$ cat config.mk
export PLATFORM = sky130hd
export DESIGN_NAME = div_ctrl_flat
export DESIGN_NICKNAME = d
export VERILOG_FILES = /design/src/rtl/div_ctrl_if.sv /design/src/rtl/div_ctrl.sv /design/src/flat_wrapper.sv
export SDC_FILE = /design/constraint.sdc
export NUM_CORES = 1
export LEC_CHECK = 0
export ABC_AREA = 1
export CAP_MARGIN = 10
export CORE_ASPECT_RATIO = 0.9
export CORE_MARGIN = 4
export CORE_UTILIZATION = 63
export DETAILED_ROUTE_END_ITERATION = 16
export GPL_ROUTABILITY_DRIVEN = 0
export PLACE_DENSITY = 0.87
export SYNTH_ARGS = -nofsm -noshare
export SYNTH_HDL_FRONTEND = slang
export SYNTH_SLANG_ARGS = --single-unit
$ cat constraint.sdc
create_clock -name clk -period 16.45 [get_ports clk]
set_input_delay 2.4675 -clock clk [delete_from_list [all_inputs] [get_ports clk]]
set_output_delay 2.4675 -clock clk [all_outputs]
set_load 0.03 [all_outputs]
$ cat src/rtl/div_ctrl_if.sv
// -----------------------------------------------------------------------------
// div_ctrl_if
// Handshake and data bundle between the EX stage and the iterative divider.
//
//   start_i       EX -> div   divide request, held high until the result is taken
//   signed_div_i  EX -> div   1 = signed DIV, 0 = unsigned DIVU
//   opdata1_i     EX -> div   32-bit dividend
//   opdata2_i     EX -> div   32-bit divisor
//   annul_i       EX -> div   flush: abandon whatever the divider is doing
//   result_o      div -> EX   {remainder[63:32], quotient[31:0]}, zero unless ready_o
//   ready_o       div -> EX   result_o is valid
//   stallreq      div -> ctrl combinational pipeline stall request
//
// master = requester (EX stage), slave = divider.
// -----------------------------------------------------------------------------
interface div_ctrl_if;
    logic        start_i;
    logic        signed_div_i;
    logic [31:0] opdata1_i;
    logic [31:0] opdata2_i;
    logic        annul_i;
    logic [63:0] result_o;
    logic        ready_o;
    logic        stallreq;

    modport master (
        output start_i,
        output signed_div_i,
        output opdata1_i,
        output opdata2_i,
        output annul_i,
        input  result_o,
        input  ready_o,
        input  stallreq
    );

    modport slave (
        input  start_i,
        input  signed_div_i,
        input  opdata1_i,
        input  opdata2_i,
        input  annul_i,
        output result_o,
        output ready_o,
        output stallreq
    );
endinterface

$ cat src/rtl/div_ctrl.sv
// -----------------------------------------------------------------------------
// div_ctrl
// Radix-2 restoring divider for the EX stage, 32 iterations per operation.
//
// Ports:
//   clk  input   single clock, all state changes on its rising edge
//   rst  input   asynchronous, active-high reset
//   bus  div_ctrl_if.slave  request/annul in, result/ready/stallreq out
//
// Operation:
//   IDLE    waits for start_i; a zero divisor goes to DIVZERO, otherwise the
//           operand magnitudes and signs are captured and ON begins.
//   ON      32 shift/subtract steps on a 65-bit work register, then one cycle
//           of sign fixup that loads the registered result.
//   DIVZERO one cycle, result forced to zero.
//   END     ready_o high, result held until start_i drops.
//   annul_i returns to IDLE from any state and throws the work away.
// -----------------------------------------------------------------------------
module div_ctrl #(
    parameter int DIV_CYCLES = 32
) (
    input  logic       clk,
    input  logic       rst,
    div_ctrl_if.slave  bus
);

    localparam logic [1:0] ST_IDLE    = 2'b00;
    localparam logic [1:0] ST_DIVZERO = 2'b01;
    localparam logic [1:0] ST_ON      = 2'b10;
    localparam logic [1:0] ST_END     = 2'b11;

    localparam logic [5:0] LAST_CNT   = 6'(DIV_CYCLES);

    // Two's-complement magnitude when neg is set, value unchanged otherwise.
    function automatic logic [31:0] mag32(input logic [31:0] val, input logic neg);
        logic [31:0] res;
        if (neg) begin
            res = ~val + 32'd1;
        end else begin
            res = val;
        end
        return res;
    endfunction

    logic [1:0]  state_r,     state_nxt_s;
    logic [5:0]  cnt_r,       cnt_nxt_s;
    logic [64:0] work_r,      work_nxt_s;
    logic [31:0] divisor_r,   divisor_nxt_s;
    logic        op1_neg_r,   op1_neg_nxt_s;
    logic        op2_neg_r,   op2_neg_nxt_s;
    logic        signed_r,    signed_nxt_s;
    logic [63:0] result_r,    result_nxt_s;
    logic        ready_r,     ready_nxt_s;

    logic [32:0] diff_s;
    logic [31:0] quo_fix_s;
    logic [31:0] rem_fix_s;
    logic        acc_op1_neg_s;
    logic        acc_op2_neg_s;

    // Trial subtraction; bit 32 set means the partial remainder is smaller than the divisor.
    assign diff_s = {1'b0, work_r[63:32]} - {1'b0, divisor_r};

    // Sign fixups applied to the finished magnitudes (remainder follows the dividend sign).
    assign quo_fix_s = mag32(work_r[31:0],  signed_r & (op1_neg_r ^ op2_neg_r));
    assign rem_fix_s = mag32(work_r[64:33], signed_r & op1_neg_r);

    // Operand signs only matter for signed divides.
    assign acc_op1_neg_s = bus.signed_div_i & bus.opdata1_i[31];
    assign acc_op2_neg_s = bus.signed_div_i & bus.opdata2_i[31];

    // Next-state and datapath update for every state; annul overrides all.
    always_comb begin
        state_nxt_s   = state_r;
        cnt_nxt_s     = cnt_r;
        work_nxt_s    = work_r;
        divisor_nxt_s = divisor_r;
        op1_neg_nxt_s = op1_neg_r;
        op2_neg_nxt_s = op2_neg_r;
        signed_nxt_s  = signed_r;
        result_nxt_s  = result_r;
        ready_nxt_s   = ready_r;

        if (bus.annul_i) begin
            state_nxt_s  = ST_IDLE;
            cnt_nxt_s    = 6'd0;
            work_nxt_s   = 65'd0;
            result_nxt_s = 64'h0;
            ready_nxt_s  = 1'b0;
        end else begin
            case (state_r)
                ST_IDLE: begin
                    result_nxt_s = 64'h0;
                    ready_nxt_s  = 1'b0;
                    if (bus.start_i) begin
                        if (bus.opdata2_i == 32'd0) begin
                            state_nxt_s = ST_DIVZERO;
                        end else begin
                            state_nxt_s   = ST_ON;
                            cnt_nxt_s     = 6'd0;
                            divisor_nxt_s = mag32(bus.opdata2_i, acc_op2_neg_s);
                            op1_neg_nxt_s = acc_op1_neg_s;
                            op2_neg_nxt_s = acc_op2_neg_s;
                            signed_nxt_s  = bus.signed_div_i;
                            work_nxt_s    = {32'd0, mag32(bus.opdata1_i, acc_op1_neg_s), 1'b0};
                        end
                    end else begin
                        state_nxt_s = ST_IDLE;
                    end
                end
                ST_DIVZERO: begin
                    state_nxt_s  = ST_END;
                    result_nxt_s = 64'h0;
                    ready_nxt_s  = 1'b1;
                end
                ST_ON: begin
                    if (cnt_r != LAST_CNT) begin
                        // Quotient bits enter at bit 0; partial remainder lives in [64:33].
                        if (diff_s[32]) begin
                            work_nxt_s = {work_r[63:0], 1'b0};
                        end else begin
                            work_nxt_s = {diff_s[31:0], work_r[31:0], 1'b1};
                        end
                        cnt_nxt_s = cnt_r + 6'd1;
                    end else begin
                        state_nxt_s  = ST_END;
                        result_nxt_s = {rem_fix_s, quo_fix_s};
                        ready_nxt_s  = 1'b1;
                    end
                end
                ST_END: begin
                    if (bus.start_i) begin
                        state_nxt_s = ST_END;
                    end else begin
                        state_nxt_s  = ST_IDLE;
                        result_nxt_s = 64'h0;
                        ready_nxt_s  = 1'b0;
                    end
                end
                default: begin
                    state_nxt_s  = ST_IDLE;
                    cnt_nxt_s    = 6'd0;
                    work_nxt_s   = 65'd0;
                    result_nxt_s = 64'h0;
                    ready_nxt_s  = 1'b0;
                end
            endcase
        end
    end

    // State, datapath and registered outputs; reset clears everything at once.
    always_ff @(posedge clk or posedge rst) begin
        if (rst) begin
            state_r   <= ST_IDLE;
            cnt_r     <= 6'd0;
            work_r    <= 65'd0;
            divisor_r <= 32'd0;
            op1_neg_r <= 1'b0;
            op2_neg_r <= 1'b0;
            signed_r  <= 1'b0;
            result_r  <= 64'h0;
            ready_r   <= 1'b0;
        end else begin
            state_r   <= state_nxt_s;
            cnt_r     <= cnt_nxt_s;
            work_r    <= work_nxt_s;
            divisor_r <= divisor_nxt_s;
            op1_neg_r <= op1_neg_nxt_s;
            op2_neg_r <= op2_neg_nxt_s;
            signed_r  <= signed_nxt_s;
            result_r  <= result_nxt_s;
            ready_r   <= ready_nxt_s;
        end
    end

    assign bus.result_o = result_r;
    assign bus.ready_o  = ready_r;

    // Stall is combinational so EX freezes in the same cycle the request is seen.
    assign bus.stallreq = ((state_r == ST_IDLE) && bus.start_i && !bus.annul_i)
                        || (state_r == ST_ON)
                        || (state_r == ST_DIVZERO);

endmodule

$ cat src/flat_wrapper.sv
// flat-port wrapper written by rule: the top's interface ports become plain ports
module div_ctrl_flat 
#(
    parameter int DIV_CYCLES = 32
)
  (clk, rst, bus_start_i, bus_signed_div_i, bus_opdata1_i, bus_opdata2_i, bus_annul_i, bus_result_o, bus_ready_o, bus_stallreq);
  div_ctrl_if bus_i ();
  input  logic clk;
  input  logic rst;
  input wire logic [$bits(bus_i.start_i)-1:0] bus_start_i;
  input wire logic [$bits(bus_i.signed_div_i)-1:0] bus_signed_div_i;
  input wire logic [$bits(bus_i.opdata1_i)-1:0] bus_opdata1_i;
  input wire logic [$bits(bus_i.opdata2_i)-1:0] bus_opdata2_i;
  input wire logic [$bits(bus_i.annul_i)-1:0] bus_annul_i;
  output wire logic [$bits(bus_i.result_o)-1:0] bus_result_o;
  output wire logic [$bits(bus_i.ready_o)-1:0] bus_ready_o;
  output wire logic [$bits(bus_i.stallreq)-1:0] bus_stallreq;
  assign bus_i.start_i = bus_start_i;
  assign bus_i.signed_div_i = bus_signed_div_i;
  assign bus_i.opdata1_i = bus_opdata1_i;
  assign bus_i.opdata2_i = bus_opdata2_i;
  assign bus_i.annul_i = bus_annul_i;
  assign bus_result_o = bus_i.result_o;
  assign bus_ready_o = bus_i.ready_o;
  assign bus_stallreq = bus_i.stallreq;
  div_ctrl #(.DIV_CYCLES(DIV_CYCLES)) u_core (.clk(clk), .rst(rst), .bus(bus_i));
endmodule
## After elaboration in Yosys (flattened, before gate mapping)

Index checks and enable logic that the tools add are counted.

- ROM bits: 0
- Logic and storage cells: 76
- Output and inout port bits: 66
- Flip-flop bits (word level): 173
- Memories kept: 0
- Input bits: 69
- Bits in latches: 0
- RAM bits: 0

- Multipliers: 0
- Bitwise gates (word level): 11
- Add/subtract/negate cells: 6
- Multiplexer cells: 29
- Shift-type cells: 0
- Magnitude comparators: 0
- Eq/ne operators: 9
- Reductions and logical operators: 12
- Divide/modulo/power cells: 0

Operators by type and width:

| kind | number |
|---|---|
| two-way mux 65 bit | 5 |
| two-way mux 64 bit | 3 |
| case mux 64 bit (3 select lines) | 1 |
| case mux 65 bit (2 select lines) | 1 |
| adder 32 x 1 -> 32 bit, second input constant | 4 |
| two-way mux 32 bit | 4 |
| NOT 32 bit | 4 |
| subtractor 32 x 32 -> 33 bit | 1 |
| logical NOT 32 bit | 1 |
| two-way mux 6 bit | 4 |
| inequality test 3 bit, second input constant | 4 |
| case mux 6 bit (2 select lines) | 1 |
| two-way mux 2 bit | 5 |
| case mux 2 bit (4 select lines) | 1 |
| AND reduction 4 bit | 2 |
| adder 6 x 1 -> 6 bit, second input constant | 1 |
| inequality test 6 bit, second input constant | 1 |
| AND 1 bit | 4 |
| equality test 2 bit, second input constant | 2 |
| case mux 1 bit (4 select lines) | 1 |
| two-way mux 1 bit | 3 |
| inequality test 3 x 2 -> 1 bit, second input constant | 1 |
| nonzero test 3 bit | 1 |
| equality test 2 x 1 -> 1 bit, second input constant | 1 |
| other kinds (8) | 11 |

## Depth between registers and ports, before layout

- Depth after elaboration: 7
- Mapped depth: 17
- Mapped depth without buffers: 16

## Worst setup path after synthesis

OpenSTA, ideal clock, no wires.

- Path type: input-to-output
- Start point: input port bus_annul_i
- End point: output port bus_stallreq
- Stages: 2
- Buffers on the path: 1
- Data required time: 13,982 ps
- Arrival: 3,315 ps
- Setup slack: 10,667 ps
- Cells stage by stage: buf_4 -> o21ai_0

- Cells in the longest elaborated chain, start to end: 4

Ends and longest elaborated chain:

| item | RTL line | RTL |
|---|---|---|
| start: declaration | flat_wrapper.sv:14 | `input wire logic [$bits(bus_i.annul_i)-1:0] bus_annul_i;` |
| logical NOT 1 bit | div_ctrl.sv:180 | `assign bus.stallreq = ((state_r == ST_IDLE) && bus.start_i && !bus.annul_i)` |
| logical AND 1 bit | div_ctrl.sv:180 |  |
| logical OR 1 bit | div_ctrl.sv:181 | `\|\| (state_r == ST_ON)` |
| logical OR 1 bit | div_ctrl.sv:182 | `\|\| (state_r == ST_DIVZERO);` |
| end: declaration | flat_wrapper.sv:17 | `output wire logic [$bits(bus_i.stallreq)-1:0] bus_stallreq;` |

Every way passes these cells.

## Worst setup path in the final report

Same ends and word-level chain as after synthesis.

==> flow_summary.yaml <==
worst_setup_path:
  path_class: "in2out"
  r2r_cells: 10
  arrival_ps: 4020
  start_kind: "input pin"
  r2r_end: "u_core.bus.result_o[46]$_DFFE_PP0P_"
  cp_max_fo: 7
  crit_required_ps: 13980
  end_kind: "output pin"
  reg2reg_slack_ps: 12890
  r2r-start: "u_core.state_r[0]$_DFFE_PP0P_"
synthesis:
  synthCells: 2119
  synth-edff-count: 0
  netlist_area_mm2: 0.01342
  syn_area_per_cell_um2: 6.331
  seq_area_frac_synth_pct: 32.27
  yosys-top-cells-count: "nand2_1, inv_1, nand3_1"
  async_reset_ff_share_pct: 100.0
  ys_seq_elements: 173
  synth.net_count: 2233
  ys_top_cells_by_area: "dfrtp_1, nand2_1, inv_1"
  synth_top_area_share_pct: 32.27
  synth.distinct_cells: 50
  ys_warn_count: 0
  yosysMostFrequentCell: "nand2_1"
  yosys_most_used_dff: "dfrtp_1"
  synth_largest_area_cell: "dfrtp_1"
final_layout:
  nets: 2327
  fin_cells: 2511
  syn_to_final_growth_pct: 14.56
  stdcell_area_mm2: 0.01537
  n_antenna_cell: 0
  drive_above_1_share_pct: 4.315
sta:
  rsz0062_at_grt: "no"
  max_freq_mhz: 154.2
  maxSlewViolCount: 0
  finalSetupTns_ps: 0
  tightest_slew_ps: 1114
  finClkSkew_ps: 13.36
  fin_crit_sh_pct: 39.43
  setup_viol: 0
  hold_viol_final: 0
  timing.final.ws_setup_ps: 9964
  relSlewSlack_pct: 25.63
  fin_crit_ps: 6486
clock_tree:
  cts_setup_buffers: 0
  clock_path_buffers: 2
  cts_buffers: 17
  numClockSinks: 173
  cts_tree: "yes"
  ctsHtreeMaxLevel: 4
  post_cts_resized: 0
  cts.hold.buffers_added: 0
  cts-root-buf: "clkbuf_16"
  clk_pin_slew_ps: 70
  clkLatencyLatePin_ps: 440
detailed_routing:
  antenna_left: 0
  wl_per_cell_um: 15.65
  firstDrtPassIters: 7
  remaining_drc_errors: 0
  wirelength_mm: 39.31
  vias: 14260
  drt_iter0_drc: 1900
  avgViaCountPerCell: 5.678
power_and_ir_drop:
  sw_frac_of_total_pct: 48.06
  power.density_mw_per_mm2: 121.0
  vdd_drop_max_mv: 0.1456
  comb_power_share_pct: 47.2
  p_switching_w: 0.0008939
  intPower_w: 0.0009659
  leakage_nw: 7.943
  p_seq_share_pct: 31.5
  p_clk_share_pct: 21.3
global_route:
  antenna_found_initial: 1
  grt-ovfl-total: 0
  grt_max_degree: 111
  grt_pass1_wl_mm: 63.11
  grt_usage_pct: 32.56
  grt_pass1_vias: 12560
floorplan:
  pin_count: 135
  die_w_um: 161.8
  start_util_pct: 64.20
  die-area_mm2: 0.02370
  die_y_um: 146.4
  rows: 50
  core_mm2: 0.02090
placement:
  post-place-ws_ps: 9984
  dp_hpwl_mm: 29.08
  post_dp_cell_area_mm2: 0.01480
  placed_cells: 2480
  numPortBuffers: 134
run:
  cap_violations: 0
run_status:
  status: "complete, no violations"
worst_hold_path:
  holdPathStages: 2
  min_from: "u_core.bus.result_o[57]$_DFFE_PP0P_"
  hp-class: "reg2reg"
  min_to: "u_core.bus.result_o[57]$_DFFE_PP0P_"
==> worst max-delay path: stages <==
cell and delay, ps:
clkdlybuf4s50_1 590, o21ai_0 260, clkdlybuf4s50_1 700
==> flip-flops by register name, summed over array words and instances, names as in the netlist <==
name and count:
u_core.op1_neg_r 1, u_core.signed_r 1, u_core.work_r 65, u_core.op2_neg_r 1, u_core.cnt_r 6, u_core.bus.ready_o 1, u_core.divisor_r 32, u_core.state_r 2
u_core.bus.result_o 64
==> cell type report <==
cell class	count	area [µm²]
multi-input cells	1568	7550
fillers	1724	5527
flip-flops and latches	173	4329
repair buffers	138	1371
inverters	315	1190
clock buffers	17	425.4
well taps	286	357.8
clock inverters	14	145.1
==> metrics by stage <==
step | util, % | hold WS [ps] | power [W]
2_1_floorplan | - | 449.1 | 0.001216
3_3_place_gp | 70.82 | 461.9 | 0.001396
3_5_place_dp | 70.82 | 466.0 | 0.001425
4_1_cts | 73.55 | 484.3 | 0.001826
5_1_grt | 73.55 | 504.3 | 0.001979
6_report | 73.55 | 479.2 | 0.001860
==> cells in the final DEF, fill, tap and decap left out, types with 6 or more instances in the layout <==
cell,instances
xor2_1,22
nor3_1,29
ha_1,44
xnor2_1,13
o21ai_1,25
a32o_1,6
o31ai_1,6
nor2_1,182
clkdlybuf4s50_1,134
a21oi_1,70
inv_2,6
inv_1,305
clkbuf_16,17
nand2_1,717
nand4_1,24
dfrtp_1,173
nor2_2,12
o21ai_2,20
o21ai_0,126
a21boi_1,7
o22ai_1,11
nand3_1,207
==> logic make-up (layout without fill, tap and decap cells) <==
logic type      after synthesis  count (layout)  share of synthesized area, %
xor+xnor                     35              35                         2.285
simple gates               1203            1203                         37.63
buf+inv                     378             484                         11.54
flops                       173             173                         32.27
fa+ha+maj                    45              45                         4.253
compound gates              285             285                         12.02
==> power groups by stage <==
| stage | Sequential [W] | Combinational (W) | Clock (W) |
|---|---|---|---|
| floorplan | 0.000568 | 0.000648 | 0 |
| global placement | 0.000583 | 0.000813 | 0 |
| detailed placement | 0.000588 | 0.000838 | 0 |
| CTS | 0.000581 | 0.000849 | 0.000396 |
| global route | 0.000593 | 0.000972 | 0.000413 |
| finish | 0.000586 | 0.000878 | 0.000395 |
==> how the worst max path moves through the flow <==
stage / from / end / slack (ps) / depth (start not counted)
after floorplan: rst / u_core.bus.ready_o$_DFFE_PP0P_ / 9290 / 1
after global placement: bus_annul_i / bus_stallreq / 9970 / 3
after detailed placement: bus_annul_i / bus_stallreq / 9980 / 3
after CTS: bus_annul_i / bus_stallreq / 9970 / 3
after global routing: bus_annul_i / bus_stallreq / 9920 / 3
final: bus_annul_i / bus_stallreq / 9960 / 3
==> metal layers <==
metal | vias up | share of wire [%] | track usage (%)
li1 | 6915 | - | -
met1 | 6415 | 44 | 49.98
met2 | 850 | 41 | 46.40
met3 | 75 | 13 | 8.552
met4 | 2 | 1.8 | 6.765
met5 | - | 0.031 | 0
No activity file was read; power rests on OpenSTA's default activity.
